`src/rtl/spibridge_pkg.sv`:
```
// Shared types and constants for the SPI frame bridge.
package spibridge_pkg;

    localparam int unsigned BITCNT_W = 16;

    localparam logic [1:0] MODE_CPOL_MASK = 2'b10;
    localparam logic [1:0] MODE_CPHA_MASK = 2'b01;

    typedef enum logic [1:0] {
        IDLE  = 2'd0,
        SHIFT = 2'd1,
        CHECK = 2'd2
    } state_t;

    function automatic logic mode_cpol(input int unsigned mode);
        return (2'(mode) & MODE_CPOL_MASK) != 2'b00;
    endfunction

    function automatic logic mode_cpha(input int unsigned mode);
        return (2'(mode) & MODE_CPHA_MASK) != 2'b00;
    endfunction

endpackage

```
`src/rtl/spi_sync_edge.sv`:
```
// Two-flop synchroniser with a history flop; flags rising and falling edges of the synced level.
module spi_sync_edge #(
    parameter logic RST_VAL = 1'b0
) (
    input  logic clk,
    input  logic rst_n,
    input  logic d,
    output logic q,
    output logic q_s1,
    output logic rise_c,
    output logic fall_c
);

    logic s1;
    logic s2;
    logic hist;

    always_ff @(posedge clk or negedge rst_n) begin
        if (!rst_n) begin
            s1   <= RST_VAL;
            s2   <= RST_VAL;
            hist <= RST_VAL;
        end else begin
            s1   <= d;
            s2   <= s1;
            hist <= s2;
        end
    end

    assign q      = s2;
    assign q_s1   = s1;
    assign rise_c = s2 & ~hist;
    assign fall_c = ~s2 & hist;

endmodule

```
`src/rtl/spi_bridge_slave.sv`:
```
// SPI slave frame bridge: shifts one frame in/out per chip-select window, validates length
// and header, and raises a watchdog when good frames stop arriving.
module spi_bridge_slave
    import spibridge_pkg::*;
#(
    parameter int unsigned           FRAME_BITS   = 64,
    parameter int unsigned           MSGID_BITS   = 32,
    parameter logic [MSGID_BITS-1:0] MSGID        = 32'h74697277,
    parameter int unsigned           SPI_MODE     = 0,
    parameter logic [31:0]           TIMEOUT_CLKS = 32'd5000000
) (
    input  logic                  clk,
    input  logic                  rst_n,
    input  logic                  sclk,
    input  logic                  sel,
    input  logic                  mosi,
    output logic                  miso,
    output logic                  miso_oe,
    input  logic [FRAME_BITS-1:0] tx_data,
    output logic                  tx_ack,
    output logic [FRAME_BITS-1:0] rx_data,
    output logic                  rx_valid,
    output logic                  err_len,
    output logic                  err_id,
    output logic                  timeout
);

    localparam logic                CPOL      = mode_cpol(SPI_MODE);
    localparam logic                CPHA      = mode_cpha(SPI_MODE);
    localparam logic [BITCNT_W-1:0] FRAME_CNT = BITCNT_W'(FRAME_BITS);

    logic sclk_lvl_unused, sclk_s1_unused, lead, trail;
    logic sel_s, sel_s1, sel_rise, sel_fall;
    logic mosi_s, mosi_s1_unused, mosi_rise_unused, mosi_fall_unused;

    spi_sync_edge #(.RST_VAL(1'b0)) u_sync_sclk (
        .clk(clk), .rst_n(rst_n), .d(sclk ^ CPOL), .q(sclk_lvl_unused),
        .q_s1(sclk_s1_unused), .rise_c(lead), .fall_c(trail)
    );

    spi_sync_edge #(.RST_VAL(1'b1)) u_sync_sel (
        .clk(clk), .rst_n(rst_n), .d(sel), .q(sel_s),
        .q_s1(sel_s1), .rise_c(sel_rise), .fall_c(sel_fall)
    );

    spi_sync_edge #(.RST_VAL(1'b0)) u_sync_mosi (
        .clk(clk), .rst_n(rst_n), .d(mosi), .q(mosi_s),
        .q_s1(mosi_s1_unused), .rise_c(mosi_rise_unused), .fall_c(mosi_fall_unused)
    );

    state_t                state, state_nxt;
    logic [FRAME_BITS-1:0] tx_sr, tx_sr_nxt, rx_sr, rx_sr_nxt, rx_data_nxt;
    logic [BITCNT_W-1:0]   bitcnt, bitcnt_nxt;
    logic                  fall_pend, fall_pend_nxt;
    logic                  tx_ack_nxt, rx_valid_nxt, err_len_nxt, err_id_nxt;
    logic [1:0]            sync_fill;
    logic                  armed;
    logic [31:0]           wd_cnt, wd_nxt;
    logic                  sample_c, shift_c, start_c;

    assign sample_c = CPHA ? trail : lead;
    assign shift_c  = CPHA ? lead : trail;
    // A fall only counts once sel has been seen high after reset and the pin is still low one stage back.
    assign start_c  = sel_fall & ~sel_s1 & armed;

    assign miso    = tx_sr[FRAME_BITS-1];
    assign miso_oe = ~sel_s;

    always_comb begin
        state_nxt     = state;
        tx_sr_nxt     = tx_sr;
        rx_sr_nxt     = rx_sr;
        bitcnt_nxt    = bitcnt;
        rx_data_nxt   = rx_data;
        fall_pend_nxt = fall_pend;
        tx_ack_nxt    = 1'b0;
        rx_valid_nxt  = 1'b0;
        err_len_nxt   = 1'b0;
        err_id_nxt    = 1'b0;
        case (state)
            IDLE: begin
                fall_pend_nxt = 1'b0;
                if (start_c || fall_pend) begin
                    state_nxt  = SHIFT;
                    tx_sr_nxt  = tx_data;
                    tx_ack_nxt = 1'b1;
                    bitcnt_nxt = '0;
                end
            end
            SHIFT: begin
                if (sel_rise) begin
                    state_nxt = CHECK;
                end else begin
                    if (sample_c) begin
                        rx_sr_nxt = {rx_sr[FRAME_BITS-2:0], mosi_s};
                        if (bitcnt != '1) bitcnt_nxt = bitcnt + BITCNT_W'(1);
                    end
                    // In CPHA=1 the first leading edge only presents the already-loaded MSB.
                    if (shift_c && !(CPHA && bitcnt == '0)) begin
                        tx_sr_nxt = {tx_sr[FRAME_BITS-2:0], 1'b0};
                    end
                end
            end
            CHECK: begin
                state_nxt     = IDLE;
                fall_pend_nxt = start_c;
                if (bitcnt != FRAME_CNT) begin
                    err_len_nxt = 1'b1;
                end else if (rx_sr[FRAME_BITS-1 -: MSGID_BITS] != MSGID) begin
                    err_id_nxt = 1'b1;
                end else begin
                    rx_data_nxt  = rx_sr;
                    rx_valid_nxt = 1'b1;
                end
            end
            default: state_nxt = IDLE;
        endcase
    end

    always_ff @(posedge clk or negedge rst_n) begin
        if (!rst_n) begin
            state     <= IDLE;
            tx_sr     <= '0;
            rx_sr     <= '0;
            bitcnt    <= '0;
            fall_pend <= 1'b0;
            rx_data   <= '0;
            tx_ack    <= 1'b0;
            rx_valid  <= 1'b0;
            err_len   <= 1'b0;
            err_id    <= 1'b0;
        end else begin
            state     <= state_nxt;
            tx_sr     <= tx_sr_nxt;
            rx_sr     <= rx_sr_nxt;
            bitcnt    <= bitcnt_nxt;
            fall_pend <= fall_pend_nxt;
            rx_data   <= rx_data_nxt;
            tx_ack    <= tx_ack_nxt;
            rx_valid  <= rx_valid_nxt;
            err_len   <= err_len_nxt;
            err_id    <= err_id_nxt;
        end
    end

    // Arming: a frame may start only after sel has been observed inactive since reset.
    always_ff @(posedge clk or negedge rst_n) begin
        if (!rst_n) begin
            sync_fill <= 2'b00;
            armed     <= 1'b0;
        end else begin
            sync_fill <= {sync_fill[0], 1'b1};
            armed     <= armed | (sync_fill[1] & sel_s);
        end
    end

    always_comb begin
        wd_nxt = wd_cnt;
        if (rx_valid_nxt) begin
            wd_nxt = '0;
        end else if (wd_cnt != TIMEOUT_CLKS) begin
            wd_nxt = wd_cnt + 32'd1;
        end
    end

    always_ff @(posedge clk or negedge rst_n) begin
        if (!rst_n) begin
            wd_cnt  <= '0;
            timeout <= 1'b0;
        end else begin
            wd_cnt  <= wd_nxt;
            timeout <= (TIMEOUT_CLKS != 32'd0) && (wd_nxt == TIMEOUT_CLKS);
        end
    end

endmodule

```
`config.mk`:
```
export PLATFORM = sky130hd
export DESIGN_NAME = spi_bridge_slave
export DESIGN_NICKNAME = d
export VERILOG_FILES = /design/src/rtl/spibridge_pkg.sv /design/src/rtl/spi_sync_edge.sv /design/src/rtl/spi_bridge_slave.sv
export SDC_FILE = /design/constraint.sdc
export NUM_CORES = 1
export LEC_CHECK = 0
export ABC_AREA = 1
export CAP_MARGIN = 20
export CORE_ASPECT_RATIO = 1.75
export CORE_MARGIN = 4
export CORE_UTILIZATION = 45
export CTS_BUF_LIST = sky130_fd_sc_hd__clkbuf_8
export CTS_CLUSTER_DIAMETER = 30
export DETAILED_ROUTE_END_ITERATION = 10
export PLACE_DENSITY = 0.73
export SETUP_SLACK_MARGIN = 0.3
export SYNTH_ARGS = -nofsm -noshare
export SYNTH_HDL_FRONTEND = slang
export SYNTH_SLANG_ARGS = --single-unit
export TNS_END_PERCENT = 1
```
`constraint.sdc`:
```
create_clock -name clk -period 5 [get_ports clk]
set_input_delay 1.25 -clock clk [delete_from_list [all_inputs] [get_ports clk]]
set_output_delay 1.25 -clock clk [all_outputs]
set_load 0.02 [all_outputs]
```
==> flow_metrics.py, run 1 <==
metrics = {
    "timing": {
        "max_freq_mhz": 335,
        "totalNegativeSetupSlack_ns": 0,
        "finClkSkew_ns": 0.0194,
        "grt_setup_unrepaired": "no",
        "setup_viols_final": 0,
        "final-hold-violation-count": 0,
        "fin_crit_ns": 2.98,
        "slew-limit-headroom_pct": 31.5,
        "final.hold.worst_slack_ns": 0.347,
        "timing_max_transition_violations_final": 0,
        "fin_crit_sh_pct": 59.6,
        "max_slew.worst_pin.slew_ns": 1.03,
    },
    "synthesis": {
        "syn_avg_cell_area_um2": 8.37,
        "seq_area_frac_synth_pct": 54.7,
        "dominantRegCellSynth": "sky130_fd_sc_hd__dfrtp_1",
        "synth_edf_count": 0,
        "yosys_register_bits": 259,
        "syn-cell-area_mm2": 0.0119,
        "net_count_after_synthesis": 1490,
        "synth_top_area_cell": "sky130_fd_sc_hd__dfrtp_1",
        "synth.lib_cells_used.distinct": 40,
        "post_synth_main_area_contributors": "sky130_fd_sc_hd__dfrtp_1, sky130_fd_sc_hd__nand2_1, sky130_fd_sc_hd__inv_1",
        "yosysWarningCount": 0,
        "synth_top_cell_area_share_pct": 54.0,
        "postSynth.asyncResetShare_pct": 100,
        "postSynthCellCount": 1417,
    },
    "run": {
        "max_cap_viol_count": 0,
    },
    "clocking": {
        "postCtsSetupBuffers": 0,
        "hold_buffers": 0,
        "cts.sink_count": 259,
        "clock-root-buffer": "sky130_fd_sc_hd__clkbuf_8",
        "clockBufferDepth": 3,
        "cts.clk_slew.worst_paths_ns": 0.07,
        "clk_latency_ns": 0.56,
        "cts_made_buffers": 43,
        "clock_tree_from_tritoncts": "yes",
        "cts-resized-gates": 0,
        "ctsHtreeMaxLevel": 2,
    },
    "run_status": {
        "status": "completed",
    },
    "worst_hold_path": {
        "min-delay-path-class": "register to register",
    },
    "worst_setup_path": {
        "crit_path_max_fanout": 4,
        "critical_path_arrival_ns": 1.73,
        "worst_setup_path_start_kind": "register",
        "crit_type": "register to output pin",
        "worst_ep_required_time_ns": 3.75,
        "critical_path.endpoint_type": "output pin",
    },
    "placed_design": {
        "post-dp-hpwl_mm": 17.9,
        "place.gp.congestion": 0.942,
        "place_inst": 1828,
        "place.port_buffers": 139,
        "dpl-instance-area_mm2": 0.0135,
    },
    "global_routing": {
        "grt_start_max_net_pins": 129,
        "grt_pass1_wl_mm": 42.6,
        "first_global_vias": 9305,
        "globalRouteOverflowTotal": 0,
        "global_route.usage.total_pct": 17.8,
        "number_of_antenna_violations_at_the_first_check_in_global_routing": 0,
    },
    "final_layout": {
        "areaGrowthSynthToFinish_pct": 21.9,
        "post_layout_nonfiller_instances": 1906,
        "finish.instance_area_mm2": 0.0145,
        "n_antenna_cell": 0,
        "drive_above_1_share_pct": 8.58,
        "finish.net_count": 1626,
    },
    "floorplan": {
        "start_util_pct": 45.7,
        "floorplan.die.width_um": 131,
        "core_mm2": 0.0260,
        "die_area_mm2": 0.0291,
        "fp-row-count": 78,
        "die_height_um": 223,
        "io_pins": 140,
    },
    "drt": {
        "drt_pre_antenna_iters": 5,
        "dr_total_vias": 9483,
        "postRouteWirelength_mm": 25.5,
        "drt_iter0_drc": 394,
        "remaining_drc_errors": 0,
        "post_drt_via_cell_ratio": 4.98,
        "post_drt_wl_per_cell_um": 13.4,
        "drt_antenna_net_count": 0,
    },
    "pwr": {
        "static-leakage-power_nw": 6.62,
        "power.density_cell_area_mw_per_mm2": 391,
        "vdd_ir_drop_max_uv": 265,
    },
}
## synth_stat cells, types with 5 or more instances
cell type,instances
sky130_fd_sc_hd__a21oi_1,17
sky130_fd_sc_hd__buf_2,18
sky130_fd_sc_hd__buf_6,6
sky130_fd_sc_hd__clkbuf_1,22
sky130_fd_sc_hd__dfrtp_1,256
sky130_fd_sc_hd__inv_1,220
sky130_fd_sc_hd__inv_2,5
sky130_fd_sc_hd__nand2_1,328
sky130_fd_sc_hd__nand2_2,5
sky130_fd_sc_hd__nand3_1,33
sky130_fd_sc_hd__nand4_1,11
sky130_fd_sc_hd__nor2_1,165
sky130_fd_sc_hd__nor2_2,10
sky130_fd_sc_hd__nor2_4,5
sky130_fd_sc_hd__nor3_1,15
sky130_fd_sc_hd__o211ai_1,62
sky130_fd_sc_hd__o21ai_0,152
sky130_fd_sc_hd__o21ai_1,8
sky130_fd_sc_hd__or2_2,20
sky130_fd_sc_hd__xor2_1,16
## path summary, 6_finish.rpt
check / from / endpoint / slack, ns / depth (start not counted)
max: u_sync_sel.q / miso_oe / 2.02 / 2
min: sync_fill[0] / sync_fill[1] / 0.35 / 0
max reg2reg: state[0] / tx_sr[31] / 2.21 / 7
min reg2reg: sync_fill[0] / sync_fill[1] / 0.35 / 0
max in group asynchronous: rst_n / rx_sr[51] / 3.45 / 2
min in group asynchronous: rst_n / tx_sr[26] / 0.61 / 1
## sequential cells by signal, summed over array words and instances, names as in the netlist, 2 cells and up
| signal | cells |
|---|---|
| rx_sr | 64 |
| state | 2 |
| sync_fill | 2 |
| rx_data | 64 |
| tx_sr | 64 |
| bitcnt | 16 |
| wd_cnt | 32 |
## stage by stage
stage               utilization (%)  setup WS (ns)  power (W)
floorplan                         -           3.11    0.00333
global placement               51.9           2.33    0.00354
detailed placement             51.9           2.24    0.00359
CTS                            55.7           1.97    0.00574
global route                   55.7           1.84    0.00603
finish                         55.7           2.02    0.00565
## power breakdown
group | internal, W | total, W | switching, W
registers | 0.00248 | 0.00264 | 0.000155
logic | 0.000331 | 0.000906 | 0.000574
clock network | 0.00125 | 0.00211 | 0.000859
total | 0.00406 | 0.00565 | 0.00159
## cells in the final DEF, fill, tap and decap left out, types with 4 or more instances in the layout
cell                                n
sky130_fd_sc_hd__a21oi_1           17
sky130_fd_sc_hd__buf_4              4
sky130_fd_sc_hd__bufinv_16          6
sky130_fd_sc_hd__clkbuf_8          51
sky130_fd_sc_hd__clkdlybuf4s50_1  138
sky130_fd_sc_hd__clkinvlp_4         5
sky130_fd_sc_hd__dfrtp_1          256
sky130_fd_sc_hd__ha_1               4
sky130_fd_sc_hd__inv_1            233
sky130_fd_sc_hd__inv_2              5
sky130_fd_sc_hd__mux2_2             4
sky130_fd_sc_hd__nand2_1          328
sky130_fd_sc_hd__nand2_2            5
sky130_fd_sc_hd__nand3_1           32
sky130_fd_sc_hd__nand4_1           11
sky130_fd_sc_hd__nor2_1           164
sky130_fd_sc_hd__nor2_2             9
sky130_fd_sc_hd__nor2_4             7
sky130_fd_sc_hd__nor3_1            15
sky130_fd_sc_hd__o211ai_1          62
sky130_fd_sc_hd__o21ai_0          152
sky130_fd_sc_hd__o21ai_1            8
sky130_fd_sc_hd__or2_2             20
sky130_fd_sc_hd__xor2_1            16
## critical path, stage by stage (launching register included)
cell and delay (ns):
sky130_fd_sc_hd__dfstp_2 0.56, sky130_fd_sc_hd__inv_1 0.08, sky130_fd_sc_hd__clkdlybuf4s50_1 0.54
## layout make-up
type | count | area [um2]
multi-input combinational | 879 | 4270
clock buffer | 51 | 702
fill | 2333 | 11500
tap | 320 | 400
clock inverter | 27 | 289
timing repair buffer | 145 | 1470
sequential | 259 | 6480
inverter | 225 | 845
## layer usage
metal | vias to the layer above | track usage [%] | share of wire [%]
met3 | 101 | 3.32 | 4.4
li1 | 4717 | - | -
met2 | 240 | 31.2 | 52
met5 | - | 0 | 0
met4 | 0 | 8.97 | 5.3
met1 | 4425 | 20.2 | 38
## cell families after synthesis
group / after synthesis / share of synthesized area [%]
other: 1 / 0.0316
buffers and inverters: 279 / 9.53
AOI/OAI and AO/OA: 246 / 11.9
xor gates and xnor gates: 18 / 1.33
DFF: 259 / 54.7
adders and majority gates: 4 / 0.422
muxes: 4 / 0.380
and+or+nand+nor: 606 / 21.7
Power figures use the tool's default switching activity.
==> run 2: changes to the inputs <==
- clock period: 5 -> 2.75 ns (I/O delays scaled with it)
==> run 2 against run 1 <==
Clock power increased by 73%; sequential power increased by 82%; cell count increased by 0.47%; critical path type unchanged; critical endpoint is now rx_data[28]; largest cell class unchanged.
==> flow_metrics.py, run 2 (synthesized netlist as in run 1, its figures left out) <==
metrics = {
    "run_status": {
        "status": "completed",
    },
    "final_layout": {
        "post_layout_nonfiller_instances": 1915,
        "most_frequent_cells_in_the_layout": "sky130_fd_sc_hd__nand2_1, sky130_fd_sc_hd__dfrtp_1, sky130_fd_sc_hd__inv_1",
        "drive_above_1_share_pct": 9.03,
        "top_registers": "rx_data: 64 flops, rx_sr: 64 flops, tx_sr: 64 flops",
        "n_antenna_cell": 0,
        "leading_cell_type_in_the_layout_fill_and_taps_excluded": "sky130_fd_sc_hd__nand2_1",
        "finish.net_count": 1635,
        "areaGrowthSynthToFinish_pct": 22.6,
    },
    "global_routing": {
        "first_global_vias": 9614,
        "grt_start_max_net_pins": 129,
        "globalRouteOverflowTotal": 0,
        "global_route.usage.total_pct": 18.7,
        "grt_pass1_wl_mm": 44.6,
        "number_of_antenna_violations_at_the_first_check_in_global_routing": 0,
    },
    "drt": {
        "remaining_drc_errors": 0,
        "post_drt_wl_per_cell_um": 13.8,
        "dr_total_vias": 9461,
        "postRouteWirelength_mm": 26.5,
        "drt_iter0_drc": 469,
        "post_drt_via_cell_ratio": 4.94,
        "drt_pre_antenna_iters": 4,
        "drt_antenna_net_count": 0,
    },
    "worst_setup_path": {
        "reg2reg_depth": 11,
        "reg2reg_start": "wd_cnt[0]",
        "crit_path_max_fanout": 2,
        "path_cells": "clkdlybuf4s50_1",
        "cp.depth": 1,
        "timing.critical_path.slowest_stage_cell": "sky130_fd_sc_hd__clkdlybuf4s50_1",
        "max_stage_delay_ns": 0.65,
        "critical_path.reg2reg.endpoint": "timeout",
        "worst_ep_required_time_ns": 2.06,
        "critical_path.endpoint_type": "output pin",
        "worstPathBufferInverterCount": 1,
        "critical_path_arrival_ns": 1.60,
        "worst_setup_path_start_kind": "register",
        "crit_type": "register to output pin",
        "reg2reg_setup_slack_ns": 0.54,
        "crit_family": "buffers and inverters",
    },
    "worst_hold_path": {
        "holdPathEnd": "u_sync_mosi.q",
        "holdPathStages": 0,
        "hold_start": "u_sync_mosi.q_s1",
        "min-delay-path-class": "register to register",
    },
    "clocking": {
        "cts.clk_slew.worst_paths_ns": 0.06,
        "ctsHtreeMaxLevel": 2,
        "clk_latency_ns": 0.58,
        "clock_tree_from_tritoncts": "yes",
        "cts.sink_count": 259,
        "cts_made_buffers": 44,
        "clockBufferDepth": 3,
        "clock-root-buffer": "sky130_fd_sc_hd__clkbuf_8",
    },
    "floorplan": {
        "floorplan.die.width_um": 131,
        "die_height_um": 223,
        "io_pins": 140,
        "start_util_pct": 45.7,
        "core_mm2": 0.0260,
        "fp-row-count": 78,
        "die_area_mm2": 0.0291,
    },
    "timing": {
        "max_freq_mhz": 438,
        "slew-limit-headroom_pct": 58.7,
        "setup_viols_final": 0,
        "grt_setup_unrepaired": "yes",
        "totalNegativeSetupSlack_ns": 0,
        "timing_max_transition_violations_final": 0,
        "max_slew.worst_pin.slew_ns": 0.619,
        "fin_crit_ns": 2.28,
        "finClkSkew_ns": 0.0261,
        "fin_crit_sh_pct": 83.0,
        "final-hold-violation-count": 0,
    },
    "placed_design": {
        "place.port_buffers": 139,
        "place_inst": 1834,
        "place.gp.congestion": 0.937,
        "post-dp-hpwl_mm": 18.9,
    },
    "pwr": {
        "power.density_cell_area_mw_per_mm2": 698,
        "vdd_ir_drop_max_uv": 489,
        "static-leakage-power_nw": 6.68,
        "p_total_w": 0.0101,
    },
    "run": {
        "max_cap_viol_count": 0,
    },
}
## run 2: per-layer routing
| layer | vias to the layer above | part of all wire [%] | track usage [%] |
|---|---|---|---|
| met2 | 214 | 53 | 33.4 |
| met3 | 80 | 4.3 | 3.63 |
| met5 | - | 0 | 0 |
| met1 | 4428 | 38 | 20.6 |
| li1 | 4739 | - | - |
| met4 | 0 | 4.6 | 9.63 |
## run 2: worst max path at each step
stage	slack, ns	from	to
after detailed placement	0.45	bitcnt[0]	timeout
after floorplan	0.97	bitcnt[0]	rx_data[18]
after CTS	0.41	rx_data[28]	rx_data[28]
after global routing	0.26	bitcnt[0]	timeout
after global placement	0.53	bitcnt[0]	timeout
final	0.47	rx_data[28]	rx_data[28]
## run 2: layout make-up
type | count | area [um2]
Inverter | 225 | 845
Sequential cell | 259 | 6480
Clock buffer | 50 | 688
Tap cell | 320 | 400
Clock inverter | 29 | 253
Multi-Input combinational cell | 879 | 4270
Fill cell | 2378 | 11400
Timing Repair Buffer | 153 | 1590
## run 2: power breakdown
| group | switching (W) | internal (W) | total (W) |
|---|---|---|---|
| logic | 0.00107 | 0.000628 | 0.00170 |
| registers | 0.000281 | 0.00452 | 0.00480 |
| clock network | 0.00159 | 0.00206 | 0.00365 |
| total | 0.00294 | 0.00721 | 0.0101 |
## run 2: what timing repair did
| item | in CTS | in global routing |
|---|---|---|
| setup endpoints to repair | 1 | 33 |
| hold buffers | 1 | 0 |
| hold endpoints to repair | 30 | 0 |
| resized for setup | 1 | 2 |
| buffers inserted | 0 | 0 |
| cloned | 0 | 0 |
## run 2: stage by stage
step,util (%),hold WS (ns),worst slack (ns),area (um2)
detailed placement,52.2,0.336,0.451,13500
finish,56.0,0.329,0.466,14500
global placement,52.2,0.334,0.526,13500
floorplan,-,0.331,0.967,11900
CTS,55.8,0.347,0.413,14500
global route,56.0,0.343,0.261,14500
==> run 3: changes to the inputs <==
- clock period: 2.75 -> 2.4 ns (I/O delays scaled with it)
==> run 3 against run 2 <==
Power up 21%; via count rose by 1.7%; die area unchanged; highest routed layer unchanged.
==> flow_metrics.py, run 3 (synthesized netlist as in run 1, its figures left out) <==
metrics = {
    "clocking": {
        "clock_tree_from_tritoncts": "yes",
        "cts.sink_count": 259,
        "clk_latency_ns": 0.58,
        "ctsHtreeMaxLevel": 2,
        "cts.clk_slew.worst_paths_ns": 0.07,
        "cts_made_buffers": 44,
        "clockBufferDepth": 3,
        "clock-root-buffer": "sky130_fd_sc_hd__clkbuf_8",
    },
    "timing": {
        "totalNegativeSetupSlack_ns": 0,
        "final-hold-violation-count": 0,
        "setup_viols_final": 0,
        "fin_crit_ns": 2.19,
        "max_freq_mhz": 457,
        "max_slew.worst_pin.slew_ns": 0.518,
        "finClkSkew_ns": 0.0241,
        "grt_setup_unrepaired": "yes",
        "fin_crit_sh_pct": 91.2,
        "slew-limit-headroom_pct": 65.5,
        "timing_max_transition_violations_final": 0,
    },
    "drt": {
        "post_drt_wl_per_cell_um": 14.3,
        "drt_antenna_net_count": 0,
        "post_drt_via_cell_ratio": 4.99,
        "drt_pre_antenna_iters": 5,
        "remaining_drc_errors": 0,
        "postRouteWirelength_mm": 27.6,
        "dr_total_vias": 9625,
        "drt_iter0_drc": 497,
    },
    "placed_design": {
        "place.gp.congestion": 0.965,
        "dpl-instance-area_mm2": 0.0137,
        "place.port_buffers": 139,
        "post-dp-hpwl_mm": 19.9,
    },
    "worst_setup_path": {
        "cp.depth": 1,
        "worstPathBufferInverterCount": 1,
        "crit_path_max_fanout": 2,
        "reg2reg_depth": 13,
        "critical_path_arrival_ns": 1.59,
        "crit_type": "register to output pin",
        "crit_family": "buffers and inverters",
        "worst_setup_path_start_kind": "register",
        "timing.critical_path.slowest_stage_cell": "sky130_fd_sc_hd__clkdlybuf4s50_1",
        "worst_ep_required_time_ns": 1.80,
        "path_cells": "clkdlybuf4s50_1",
        "critical_path.endpoint_type": "output pin",
        "max_stage_delay_ns": 0.65,
    },
    "global_routing": {
        "number_of_antenna_violations_at_the_first_check_in_global_routing": 0,
        "globalRouteOverflowTotal": 0,
        "global_route.usage.total_pct": 19.3,
        "first_global_vias": 9778,
        "grt_pass1_wl_mm": 45.8,
        "grt_start_max_net_pins": 127,
    },
    "floorplan": {
        "start_util_pct": 45.7,
        "floorplan.die.width_um": 131,
        "core_mm2": 0.0260,
        "die_area_mm2": 0.0291,
        "io_pins": 140,
        "fp-row-count": 78,
        "die_height_um": 223,
    },
    "run_status": {
        "status": "completed",
    },
    "run": {
        "max_cap_viol_count": 0,
    },
    "worst_hold_path": {
        "holdPathStages": 0,
        "min-delay-path-class": "register to register",
    },
    "final_layout": {
        "leading_cell_type_in_the_layout_fill_and_taps_excluded": "sky130_fd_sc_hd__nand2_1",
        "n_antenna_cell": 0,
        "top_registers": "rx_data: 64 flops, rx_sr: 64 flops, tx_sr: 64 flops",
        "finish.net_count": 1647,
        "most_frequent_cells_in_the_layout": "sky130_fd_sc_hd__nand2_1, sky130_fd_sc_hd__dfrtp_1, sky130_fd_sc_hd__inv_1",
        "finish.instance_area_mm2": 0.0148,
        "drive_above_1_share_pct": 10.4,
        "areaGrowthSynthToFinish_pct": 25.0,
    },
    "pwr": {
        "vdd_ir_drop_max_uv": 595,
        "power.density_cell_area_mw_per_mm2": 830,
        "static-leakage-power_nw": 6.82,
    },
}
-- run 3: changes by cell type in the layout (fill, tap and decap cells not counted), sizes merged --
cell           delta
clkbuf            +3
clkinv            -5
dlymetal6s2s      +1
buf              +12
bufinv            +4
dlygate4sd2       +1
inv               -1
clkdlybuf4s50     -2
-- run 3: timing repair --
action	CTS	global route
hold buffers	1	0
setup endpoints to repair	106	126
buffers inserted	0	1
pin swaps	0	1
resized for setup	3	9
hold endpoints to repair	41	0
-- run 3: final timing paths --
check                                  from            end  slack (ns)
setup reg to reg                  wd_cnt[0]        timeout        0.37
min in group asynchronous             rst_n      tx_sr[22]        0.56
hold reg to reg            u_sync_sclk.q_s1  u_sync_sclk.q        0.34
hold / removal             u_sync_sclk.q_s1  u_sync_sclk.q        0.34
setup / recovery                rx_data[30]    rx_data[30]        0.21
max in group asynchronous             rst_n   u_sync_sel.q        1.19
-- run 3: area by class of cell --
class                           count  area [um2]
Tap cell                          320         400
Clock buffer                       53         729
Timing Repair Buffer              165        1700
Inverter                          225         845
Sequential cell                   259        6480
Multi-Input combinational cell    879        4300
Fill cell                        2350       11100
Clock inverter                     27         363
-- run 3: report_power, final --
part | internal [W] | switching (W) | total [W] | leakage [nW]
Sequential | 0.00517 | 0.000319 | 0.00549 | 3.42
Combinational | 0.000732 | 0.00122 | 0.00196 | 2.82
Clock | 0.00292 | 0.00194 | 0.00486 | 0.580
-- run 3: metrics by stage --
step	utilization [%]	instances	setup slack [ns]	hold slack, ns	total power, W
global route	57.1	1928	0.153	0.358	0.0131
detailed placement	52.7	1846	0.154	0.336	0.00754
global placement	52.7	1846	0.263	0.334	0.00744
floorplan	-	1417	0.617	0.304	0.00693
finish	57.1	1928	0.210	0.345	0.0123
CTS	56.9	1927	0.162	0.347	0.0125
-- run 3: worst reg2reg max path: stages, from the launching register on --
cell	delay, ns
sky130_fd_sc_hd__dfrtp_1	0.36
sky130_fd_sc_hd__buf_4	0.14
sky130_fd_sc_hd__ha_2	0.23
sky130_fd_sc_hd__nand2_2	0.12
sky130_fd_sc_hd__nor2_8	0.17
sky130_fd_sc_hd__nand2_4	0.09
sky130_fd_sc_hd__nor2_1	0.18
sky130_fd_sc_hd__xor2_2	0.23
sky130_fd_sc_hd__nand3b_1	0.10
sky130_fd_sc_hd__inv_1	0.06
sky130_fd_sc_hd__nand2_1	0.04
sky130_fd_sc_hd__nor2_1	0.08
sky130_fd_sc_hd__nand3_1	0.09
sky130_fd_sc_hd__nor2_1	0.08
-- run 3: metal layers --
metal	routed length [um]	vias up	part of all wire, %	global-route usage (%)
met5	0	-	0	0
met4	1300	0	4.7	9.27
met3	1190	83	4.3	3.54
met2	14600	231	53	34.7
met1	10500	4557	38	21.4
li1	-	4754	-	-
